<file path="src/rtl/sign_narrow_pkg.sv">
// Shared types and helpers for the 32->8 bit signed narrowing block.
// Saturation is selected in sign_narrow by the SIGN_NARROW_SAT_EN macro.
package sign_narrow_pkg;

    localparam logic [7:0] SAT_MAX = 8'h7F;
    localparam logic [7:0] SAT_MIN = 8'h80;

    typedef struct packed {
        logic [7:0] data;
        logic       ovf;
    } narrow_t;

    // A word fits in int8 only when bits 31..7 are a pure sign extension.
    function automatic logic is_out_of_range(input logic [31:0] w);
        return !((&w[31:7]) || !(|w[31:7]));
    endfunction

endpackage

</file>
<file path="src/rtl/sign_narrow_skid_buf.sv">
// Two-entry valid/ready buffer: a main output register plus a skid register.
// Ready is registered and simply means the skid register is empty.
module skid_buf #(
    parameter int W = 9
) (
    input  logic         clk,
    input  logic         rst_n,
    input  logic         valid_i,
    input  logic [W-1:0] data_i,
    output logic         ready_o,
    output logic         valid_o,
    output logic [W-1:0] data_o,
    input  logic         ready_i
);

    logic [W-1:0] main_q, main_d;
    logic [W-1:0] skid_q, skid_d;
    logic         main_vld_q, main_vld_d;
    logic         skid_vld_q, skid_vld_d;
    logic         in_fire;

    assign ready_o = ~skid_vld_q;
    assign valid_o = main_vld_q;
    assign data_o  = main_q;
    assign in_fire = valid_i & ~skid_vld_q;

    always_comb begin
        main_d     = main_q;
        main_vld_d = main_vld_q;
        skid_d     = skid_q;
        skid_vld_d = skid_vld_q;
        if (!main_vld_q || ready_i) begin
            // Main slot is free or draining: refill from skid first to keep order.
            if (skid_vld_q) begin
                main_d     = skid_q;
                main_vld_d = 1'b1;
                skid_vld_d = 1'b0;
            end else begin
                main_vld_d = in_fire;
                if (in_fire) main_d = data_i;
            end
        end else if (in_fire) begin
            skid_d     = data_i;
            skid_vld_d = 1'b1;
        end
    end

    always_ff @(posedge clk) begin
        if (!rst_n) begin
            main_q     <= '0;
            main_vld_q <= 1'b0;
            skid_q     <= '0;
            skid_vld_q <= 1'b0;
        end else begin
            main_q     <= main_d;
            main_vld_q <= main_vld_d;
            skid_q     <= skid_d;
            skid_vld_q <= skid_vld_d;
        end
    end

endmodule

</file>
<file path="src/rtl/sign_narrow.sv">
// Narrows signed 32-bit words to int8 with overflow flag and statistics.
// Define SIGN_NARROW_SAT_EN to saturate out-of-range words instead of wrapping.
module sign_narrow
    import sign_narrow_pkg::*;
#(
    parameter int CNT_W = 16
) (
    input  logic             clk,
    input  logic             rst_n,
    input  logic             in_valid,
    input  logic [31:0]      in_data,
    output logic             in_ready,
    output logic             out_valid,
    output logic [7:0]       out_data,
    output logic             out_ovf,
    input  logic             out_ready,
    input  logic             clr_stats,
    output logic [CNT_W-1:0] ovf_count,
    output logic             ovf_sticky
);

    narrow_t              nw_in, nw_out;
    logic [$bits(narrow_t)-1:0] pl_in, pl_out;
    logic                 in_fire;
    logic [CNT_W-1:0]     cnt_q, cnt_d;
    logic                 sticky_q, sticky_d;

    always_comb begin
        nw_in.ovf  = is_out_of_range(in_data);
        nw_in.data = in_data[7:0];
`ifdef SIGN_NARROW_SAT_EN
        if (nw_in.ovf) nw_in.data = in_data[31] ? SAT_MIN : SAT_MAX;
`endif
    end

    assign pl_in = nw_in;

    skid_buf #(.W($bits(narrow_t))) u_skid (
        .clk     (clk),
        .rst_n   (rst_n),
        .valid_i (in_valid),
        .data_i  (pl_in),
        .ready_o (in_ready),
        .valid_o (out_valid),
        .data_o  (pl_out),
        .ready_i (out_ready)
    );

    assign nw_out   = narrow_t'(pl_out);
    assign out_data = nw_out.data;
    assign out_ovf  = nw_out.ovf;

    // Overflows are counted when the word is accepted, not when it leaves.
    assign in_fire = in_valid & in_ready;

    always_comb begin
        cnt_d    = cnt_q;
        sticky_d = sticky_q;
        if (clr_stats) begin
            cnt_d    = '0;
            sticky_d = 1'b0;
        end else if (in_fire && nw_in.ovf) begin
            sticky_d = 1'b1;
            if (cnt_q != {CNT_W{1'b1}}) cnt_d = cnt_q + 1'b1;
        end
    end

    always_ff @(posedge clk) begin
        if (!rst_n) begin
            cnt_q    <= '0;
            sticky_q <= 1'b0;
        end else begin
            cnt_q    <= cnt_d;
            sticky_q <= sticky_d;
        end
    end

    assign ovf_count  = cnt_q;
    assign ovf_sticky = sticky_q;

endmodule

</file>
<file path="config.mk">
export PLATFORM = sky130hd
export DESIGN_NAME = sign_narrow
export DESIGN_NICKNAME = d
export VERILOG_FILES = /design/src/rtl/sign_narrow_pkg.sv /design/src/rtl/sign_narrow_skid_buf.sv /design/src/rtl/sign_narrow.sv
export SDC_FILE = /design/constraint.sdc
export NUM_CORES = 1
export LEC_CHECK = 0
export CAP_MARGIN = 20
export CORE_MARGIN = 2
export CORE_UTILIZATION = 35
export CTS_BUF_LIST = sky130_fd_sc_hd__clkbuf_4 sky130_fd_sc_hd__clkbuf_8
export DETAILED_ROUTE_END_ITERATION = 8
export SYNTH_ARGS = -nofsm -noshare
export SYNTH_HDL_FRONTEND = slang
export SYNTH_SLANG_ARGS = --single-unit
export TNS_END_PERCENT = 50
</file>
<file path="constraint.sdc">
create_clock -name clk -period 2.52 [get_ports clk]
set_clock_uncertainty 0.2 [all_clocks]
set_input_delay 0.63 -clock clk [delete_from_list [all_inputs] [get_ports clk]]
set_output_delay 0.63 -clock clk [all_outputs]
set_load 0.05 [all_outputs]
</file>
# Yosys cells after proc, flatten, opt, wreduce, memory -nomap -nowiden

Cells that the tools add are included.

Register bits: 37
Input port bits: 37
Output and inout bits: 28
Logic and storage cells: 29

$add $sub $neg: 1
Equal/unequal tests: 1
Mux-type cells: 3
Bitwise operators: 4
Reductions and logical operators: 14

Operators by type and width:

| operator                | count |
|---|---|
| $reduce_and A25 Y1      | 1 |
| $reduce_or A25 Y1       | 1 |
| $mux W9                 | 2 |
| $add A16 B1 Y16 const B | 1 |
| $ne A16 B16 Y1 const B  | 1 |
| $reduce_and A2 Y1       | 3 |
| $reduce_or A2 Y1        | 2 |
| $logic_not A1 Y1        | 3 |
| $not A1 Y1              | 3 |
| $logic_or A1 B1 Y1      | 2 |
| $reduce_bool A2 Y1      | 1 |
| $and A1 B1 Y1           | 1 |
| $logic_and A1 B1 Y1     | 1 |
| $mux W1                 | 1 |

# Longest topological paths before layout

Gate-level depths: netlist of the first run.

Depth after elaboration: 6
Mapped depth: 7
Depth with buffers taken out: 6

# Modules after synthesis

From an unflattened synthesis of the first run, not the netlist that was laid out.

Cells, all modules: 218
Area total of the unflattened synthesis: 1,955.6 um2

By module, submodules not included:

| module      | instances | cells each | area each (um2) | sequential area each (um2) |
|---|---|---|---|---|
| sign_narrow | 1         | 126        | 1,088.5         | 340.3 |
| skid_buf    | 1         | 92         | 867.1           | 400.4 |

# Worst setup path before layout of the first run

OpenSTA, ideal clock, no wires.

Path kind: register to register
Start: register cnt_q[0] (netlist: ovf_count[0])
End: register cnt_q[15] (netlist: ovf_count[15])
Library setup time: 0.130 ns
Arrival: 2.068 ns
Data required time: 2.190 ns
Path slack: 0.121 ns
Cell stages (with the launch flop): 8
Buffers on the path: 1
Period minus slack after synthesis: 2.399 ns
Path through: dfxtp_1 ha_1 nand2_1 or4_4 nor2_2 buf_4 nor4b_1 mux2i_1

Word-level cells in the longest chain between the ends: 2
Elaborated cells between the ends (all ways): 3
Those cells by class: add/sub (1); eq/ne (1); reduce/logical (1)

Ends and longest elaborated chain:

| item                                                    | line              | text |
|---|---|---|
| from (decl)                                             | sign_narrow.sv:25 | `logic [CNT_W-1:0] cnt_q, cnt_d;` |
| from (signal assigned)                                  | sign_narrow.sv:73 | `cnt_q <= cnt_d;` |
| branches (longest 2 deep; another with $add A16 B1 Y16) | n/a               |  |

Parallel ways; which one is timed is not known.
A chain may end at the register's enable or synchronous reset.

# Worst setup path in the final report of the first run

Start: input in_data[13]
End: register cnt_q[2] (netlist: ovf_count[2])

Word-level cells in the longest chain between the ends: 6
Elaborated cells between the ends (all ways): 7
Those cells by class: reduce/logical (7)

Ends and longest elaborated chain:

| item                          | line                  | text |
|---|---|---|
| from (decl)                   | sign_narrow.sv:11     | `input logic [31:0] in_data,` |
| $reduce_or A25 Y1             | sign_narrow_pkg.sv:15 | `return !((&w[31:7]) \|\| !(\|w[31:7]));` |
| $logic_not A1 Y1              | sign_narrow_pkg.sv:15 |  |
| $logic_or A1 B1 Y1 *          | sign_narrow_pkg.sv:15 |  |
| $logic_not A1 Y1 *            | sign_narrow_pkg.sv:15 |  |
| $logic_and A1 B1 Y1 *         | sign_narrow.sv:62     | `end else if (in_fire && nw_in.ovf) begin` |
| $reduce_and A2 Y1 (no line) * | n/a                   |  |

Every way passes the cells marked *; elsewhere a longest branch is shown, timed or not.

==> impl_metrics.yaml, run 1 <==
worst_hold_path:
  min_delay_worst_endpoint: "u_skid.skid_q[5]"
  hold_class: "reg2reg"
  hold_depth: 2
  hold_path.startpoint: "u_skid.skid_q[5]"
logic_synthesis:
  synth_cell_types: 38
  synth_ff_type: "dfxtp_1"
  synth_area_um2: 1890
  synthArstFlopShare_pct: 0
  synth-edff-count: 0
  yosysWarnings: 0
  ys_seq_area_share_pct: 39.1
  synth_cells: 224
  avgSynthCellArea_um2: 8.46
  yosys_register_bits: 37
  syn_nets: 262
timing:
  tightest_slew_ns: 0.537
  whs_ns: 0.265
  post-route-min-period_ns: 2.44
  rsz0062_at_grt: "no"
  fmax_mhz: 409
  drv_slew: 0
  period_share_pct: 97.0
  setup_viol: 0
  hold_violations: 0
  relSlewSlack_pct: 63.9
critical_path:
  crit_path_start_kind: "primary input"
  cp.depth: 7
  crit_chain: "clkdlybuf4s50_1, nand4_1, or4_4, buf_4, o221a_2, a31o_2, nand2_1"
  reg2reg_to: "ovf_count[11]"
  crit_slowest_cell: "or4_4"
  critPathArrivalTime_ns: 2.48
  worstRegToRegCells: 7
  crit_fanout: 5
  cp_top_family: "simple AND/OR/NAND/NOR gates"
  rr_startpoint: "ovf_count[0]"
  endpoint_kind: "flip-flop"
  slowest_delay_ns: 0.54
  criticalPathCategory: "in2reg"
  required_ns: 2.55
  path_buf_inv: 2
  r2r_slack_ns: 0.50
die:
  start_util_pct: 36.6
  die_w_um: 77.6
  die-area_um2: 6020
  pin_count: 65
  fp-row-count: 26
  chipHeight_um: 77.6
  core_area_um2: 5170
global_routing:
  grt_max_degree: 22
  overflow: 0
  grt_pass1_wl_um: 8690
  antenna_found_initial: 0
  grt_pass1_vias: 1871
  track_usage_pct: 18.1
power:
  p_leak_nw: 1.01
  max-vdd-ir-drop_mv: 0.293
  p_per_area_nw_per_um2: 449
final_layout:
  layout.nets: 342
  diodes: 0
  final_common_cell: "clkdlybuf4s50_1"
  utilization_pct: 54.5
  nFillCells: 500
  final_cell_mix: "clkdlybuf4s50_1, nand2_1, dfxtp_1"
  drive_above_1_share_pct: 12.5
  design_area_um2: 2820
  syn2layout_area_growth_pct: 48.9
placed_design:
  gp_congestion: 0.810
  place_area_um2: 2710
  dp_hpwl_um: 3800
  portBuffers: 64
clock_tree:
  ctsHtreeMaxLevel: 2
  cts_sinks: 37
  path_clk_slew_ns: 0.07
  cts_buffer_depth: 2
  cts_tree: "yes"
  hold_buffers: 0
  clk_latency_ns: 0.28
  cts_setup_buffers: 0
  numCtsBuffers: 5
  cts-root-buf: "clkbuf_8"
route:
  avgViaCountPerCell: 5.27
  dr.pass1.iters: 4
  wl_per_cell_um: 13.8
  drc: 0
  num_vias: 1976
  drtIter0Drc: 80
  postRouteAntennaNets: 0
  routed_wl_um: 5160
outcome:
  status: "completed"
flow_run:
  drv_cap: 0
[worst max-delay path by stage]
stage,from,end
after floorplan,ovf_count[0],ovf_count[15]
after global placement,in_data[16],ovf_count[2]
after detailed placement,in_data[13],ovf_count[2]
after CTS,in_data[13],ovf_count[12]
after global routing,in_data[11],ovf_count[14]
final,in_data[13],ovf_count[2]
[logic make-up (layout without fill, tap and decap cells)]
family                     Yosys count  after routing  synth area share, %
adders and majority gates            1              1                0.660
DFF                                 37             37                 39.1
buffers and inverters               14             95                 3.43
muxes                               12             12                 6.34
AOI/OAI and AO/OA                   50             50                 20.5
and+or+nand+nor                    110            110                 30.0
[metrics by stage]
step / instances / setup TNS (ns) / setup slack, ns / total power, W
final: 375 / 0 / 0.0759 / 0.00127
after global routing: 375 / 0 / 0.000774 / 0.00133
after CTS: 374 / 0 / 0.0690 / 0.00128
after detailed placement: 366 / -4.39 / -0.228 / 0.000863
after global placement: 366 / -4.22 / -0.213 / 0.000861
after floorplan: 224 / 0 / 0.121 / 0.000744
[Yosys cell counts, drive strengths merged (3+ instances only)]
cell type / count / area [um^2]
o2111ai: 3 / 26.3
or3: 5 / 31.3
o31ai: 4 / 30.0
dfxtp: 37 / 741
a21boi: 8 / 60.1
or4: 6 / 52.6
o211a: 8 / 80.1
nor2: 8 / 32.5
a21oi: 10 / 50.1
and3: 3 / 18.8
o21ai: 8 / 40.0
nand2b: 7 / 43.8
nor3: 3 / 15.0
mux2i: 12 / 120
nand3: 11 / 55.1
nand4: 10 / 62.6
nor4: 8 / 50.1
nor2b: 3 / 18.8
nand2: 42 / 158
clkbuf: 9 / 33.8
buf: 3 / 23.8
[where the power goes]
part | switching, W | internal, W | leakage [nW] | total (W)
registers | 0.0000107 | 0.000604 | 0.301 | 0.000614
clock network | 0.000209 | 0.000203 | 0.0484 | 0.000412
logic | 0.000125 | 0.000115 | 0.660 | 0.000240
[state kept, by name (all words and copies together), names as in the netlist]
name and count:
u_skid.valid_o 1, u_skid.data_o 9, u_skid.skid_vld_q 1, u_skid.skid_q 9
ovf_count 16, ovf_sticky 1
[tightest hold or removal path, cell delays in order, from the launching register on]
cell and delay, ns:
dfxtp_1 0.31, nand2_1 0.05, a21boi_0 0.06
[layout make-up]
class                           count  area, um^2  share of cell area [%]
Timing Repair Buffer               85         803                    28.5
Tap cell                           70        87.6                    3.11
Clock buffer                        6        76.3                    2.71
Multi-Input combinational cell    173        1090                    38.8
Inverter                            2        7.51                   0.266
Clock inverter                      2        10.0                   0.355
Sequential cell                    37         741                    26.3
[metal layers]
layer  vias to the layer above  global-route usage, %  share of wire, %  wire length, um
li1                        997                      -                 -                -
met1                       909                   20.8                44             2280
met2                        66                   31.9                48             2470
met3                         4                   6.16               7.0              359
met4                         0                   4.82              0.85               44
met5                         -                      0                 0                0
[what timing repair did]
item,CTS,global route
gates resized for setup,0,2
hold endpoints to repair,0,0
setup endpoints to repair,0,2
(Power assumes the default switching activity.)
==> run 2, diff against run 1 <==
GPL_ROUTABILITY_DRIVEN = 0   (was unset)
==> results of run 2 <==
Same layout as run 1: the final DEF is identical, and so are final timing and power.
==> run 3, diff against run 2 <==
CELL_PAD_IN_SITES_DETAIL_PLACEMENT = 1   (was unset)
CELL_PAD_IN_SITES_GLOBAL_PLACEMENT = 2   (was unset)
CORE_UTILIZATION = 26   (was 35)
PLACE_DENSITY_LB_ADDON = 0.1   (was unset)
==> impl_metrics.yaml, run 3 (synthesis results as in run 1) <==
outcome:
  status: "completed"
critical_path:
  crit_chain: "clkdlybuf4s50_1, nor4_2, nand4_1, o221ai_4, buf_12, buf_4, or4_1, a21oi_1"
  crit_path_start_kind: "primary input"
  required_ns: 2.56
  slowest_delay_ns: 0.51
  criticalPathCategory: "in2reg"
  crit_fanout: 6
  critPathArrivalTime_ns: 2.49
  endpoint_kind: "flip-flop"
  crit_slowest_cell: "clkdlybuf4s50_1"
timing:
  setup_viol: 0
  whs_ns: 0.268
  fmax_mhz: 407
  drv_slew: 0
  post-route-min-period_ns: 2.46
  period_share_pct: 97.6
  hold_violations: 0
  relSlewSlack_pct: 64.6
  tightest_slew_ns: 0.529
  fin_ws_ns: 0.0602
clock_tree:
  cts_tree: "yes"
  cts_buffer_depth: 2
  cts-root-buf: "clkbuf_8"
  path_clk_slew_ns: 0.08
  clk_latency_ns: 0.29
  hold_buffers: 0
  cts_sinks: 37
  ctsHtreeMaxLevel: 2
  numCtsBuffers: 5
placed_design:
  dp_hpwl_um: 4590
  portBuffers: 64
  place_ws_ns: -0.300
final_layout:
  layout.nets: 348
  final_common_cell: "clkdlybuf4s50_1"
  final_cell_mix: "clkdlybuf4s50_1, nand2_1, dfxtp_1"
  syn2layout_area_growth_pct: 60.0
  drive_above_1_share_pct: 14.8
  diodes: 0
  nFillCells: 868
  largest_reg_flops: 16
die:
  start_util_pct: 26.5
  die_w_um: 89.4
  fp-row-count: 31
  core_area_um2: 7140
  die-area_um2: 7980
  pin_count: 65
  chipHeight_um: 89.4
global_routing:
  overflow: 0
  track_usage_pct: 15.8
  grt_max_degree: 19
  grt_pass1_vias: 1993
  antenna_found_initial: 0
  grt_pass1_wl_um: 9690
route:
  num_vias: 2033
  drtIter0Drc: 62
  drc: 0
  wl_per_cell_um: 14.9
  routed_wl_um: 6120
  avgViaCountPerCell: 4.96
  postRouteAntennaNets: 0
  dr.pass1.iters: 4
worst_hold_path:
  hold_class: "reg2reg"
power:
  p_leak_nw: 1.22
  p_per_area_nw_per_um2: 496
  max-vdd-ir-drop_mv: 0.306
flow_run:
  drv_cap: 0
run 3: worst paths after layout:
kind | startpoint | endpoint | slack, ns | cells past startpoint
max reg2reg | ovf_count[0] | ovf_count[5] | 0.34 | 7
max | in_data[26] | ovf_count[4] | 0.06 | 8
min | u_skid.skid_q[8] | u_skid.skid_q[8] | 0.27 | 2
min reg2reg | u_skid.skid_q[8] | u_skid.skid_q[8] | 0.27 | 2
run 3: final cells by class:
type | count | area (um^2) | share of cell area, %
Multi-Input combinational cell | 173 | 1100 | 36.4
Timing Repair Buffer | 91 | 918 | 30.3
Clock inverter | 3 | 68.8 | 2.27
Clock buffer | 5 | 68.8 | 2.27
Tap cell | 99 | 124 | 4.09
Inverter | 2 | 7.51 | 0.248
Sequential cell | 37 | 741 | 24.4
run 3: layer usage:
layer / track usage (%) / up-vias / part of all wire (%)
met4: 2.04 / 0 / 0.21
met5: 0 / - / 0
met1: 18.1 / 993 / 40
li1: - / 1000 / -
met3: 4.80 / 2 / 4.7
met2: 29.6 / 38 / 55
run 3: worst max-delay path, delay by kind of cell:
family,cells,cell delay (ns)
AO/OA/AOI/OAI,2,0.32
buffers and inverters,3,0.80
AND/OR/NAND/NOR,3,0.74
run 3: per-stage QoR:
step	util [%]	cells	total power, W	cell area [um^2]	TNS [ns]
after floorplan	-	224	0.000744	1890	0
after global placement	38.9	395	0.000870	2770	-4.30
after detailed placement	38.9	395	0.000874	2770	-5.35
after CTS	40.8	403	0.00152	2910	0
after global routing	42.5	410	0.00157	3030	-0.108
final	42.5	410	0.00150	3030	0
run 3: report_power, final:
| group | total, W | switching [W] | internal, W |
|---|---|---|---|
| registers | 0.000613 | 0.00000992 | 0.000603 |
| clock network | 0.000638 | 0.000239 | 0.000399 |
| logic | 0.000253 | 0.000131 | 0.000122 |
| total | 0.00150 | 0.000380 | 0.00112 |
run 3: timing repair:
item | 4_1_cts | 5_1_grt
gates resized for setup | 0 | 18
setup endpoints to repair | 0 | 9
hold endpoints to repair | 0 | 0
buffers inserted | 0 | 5
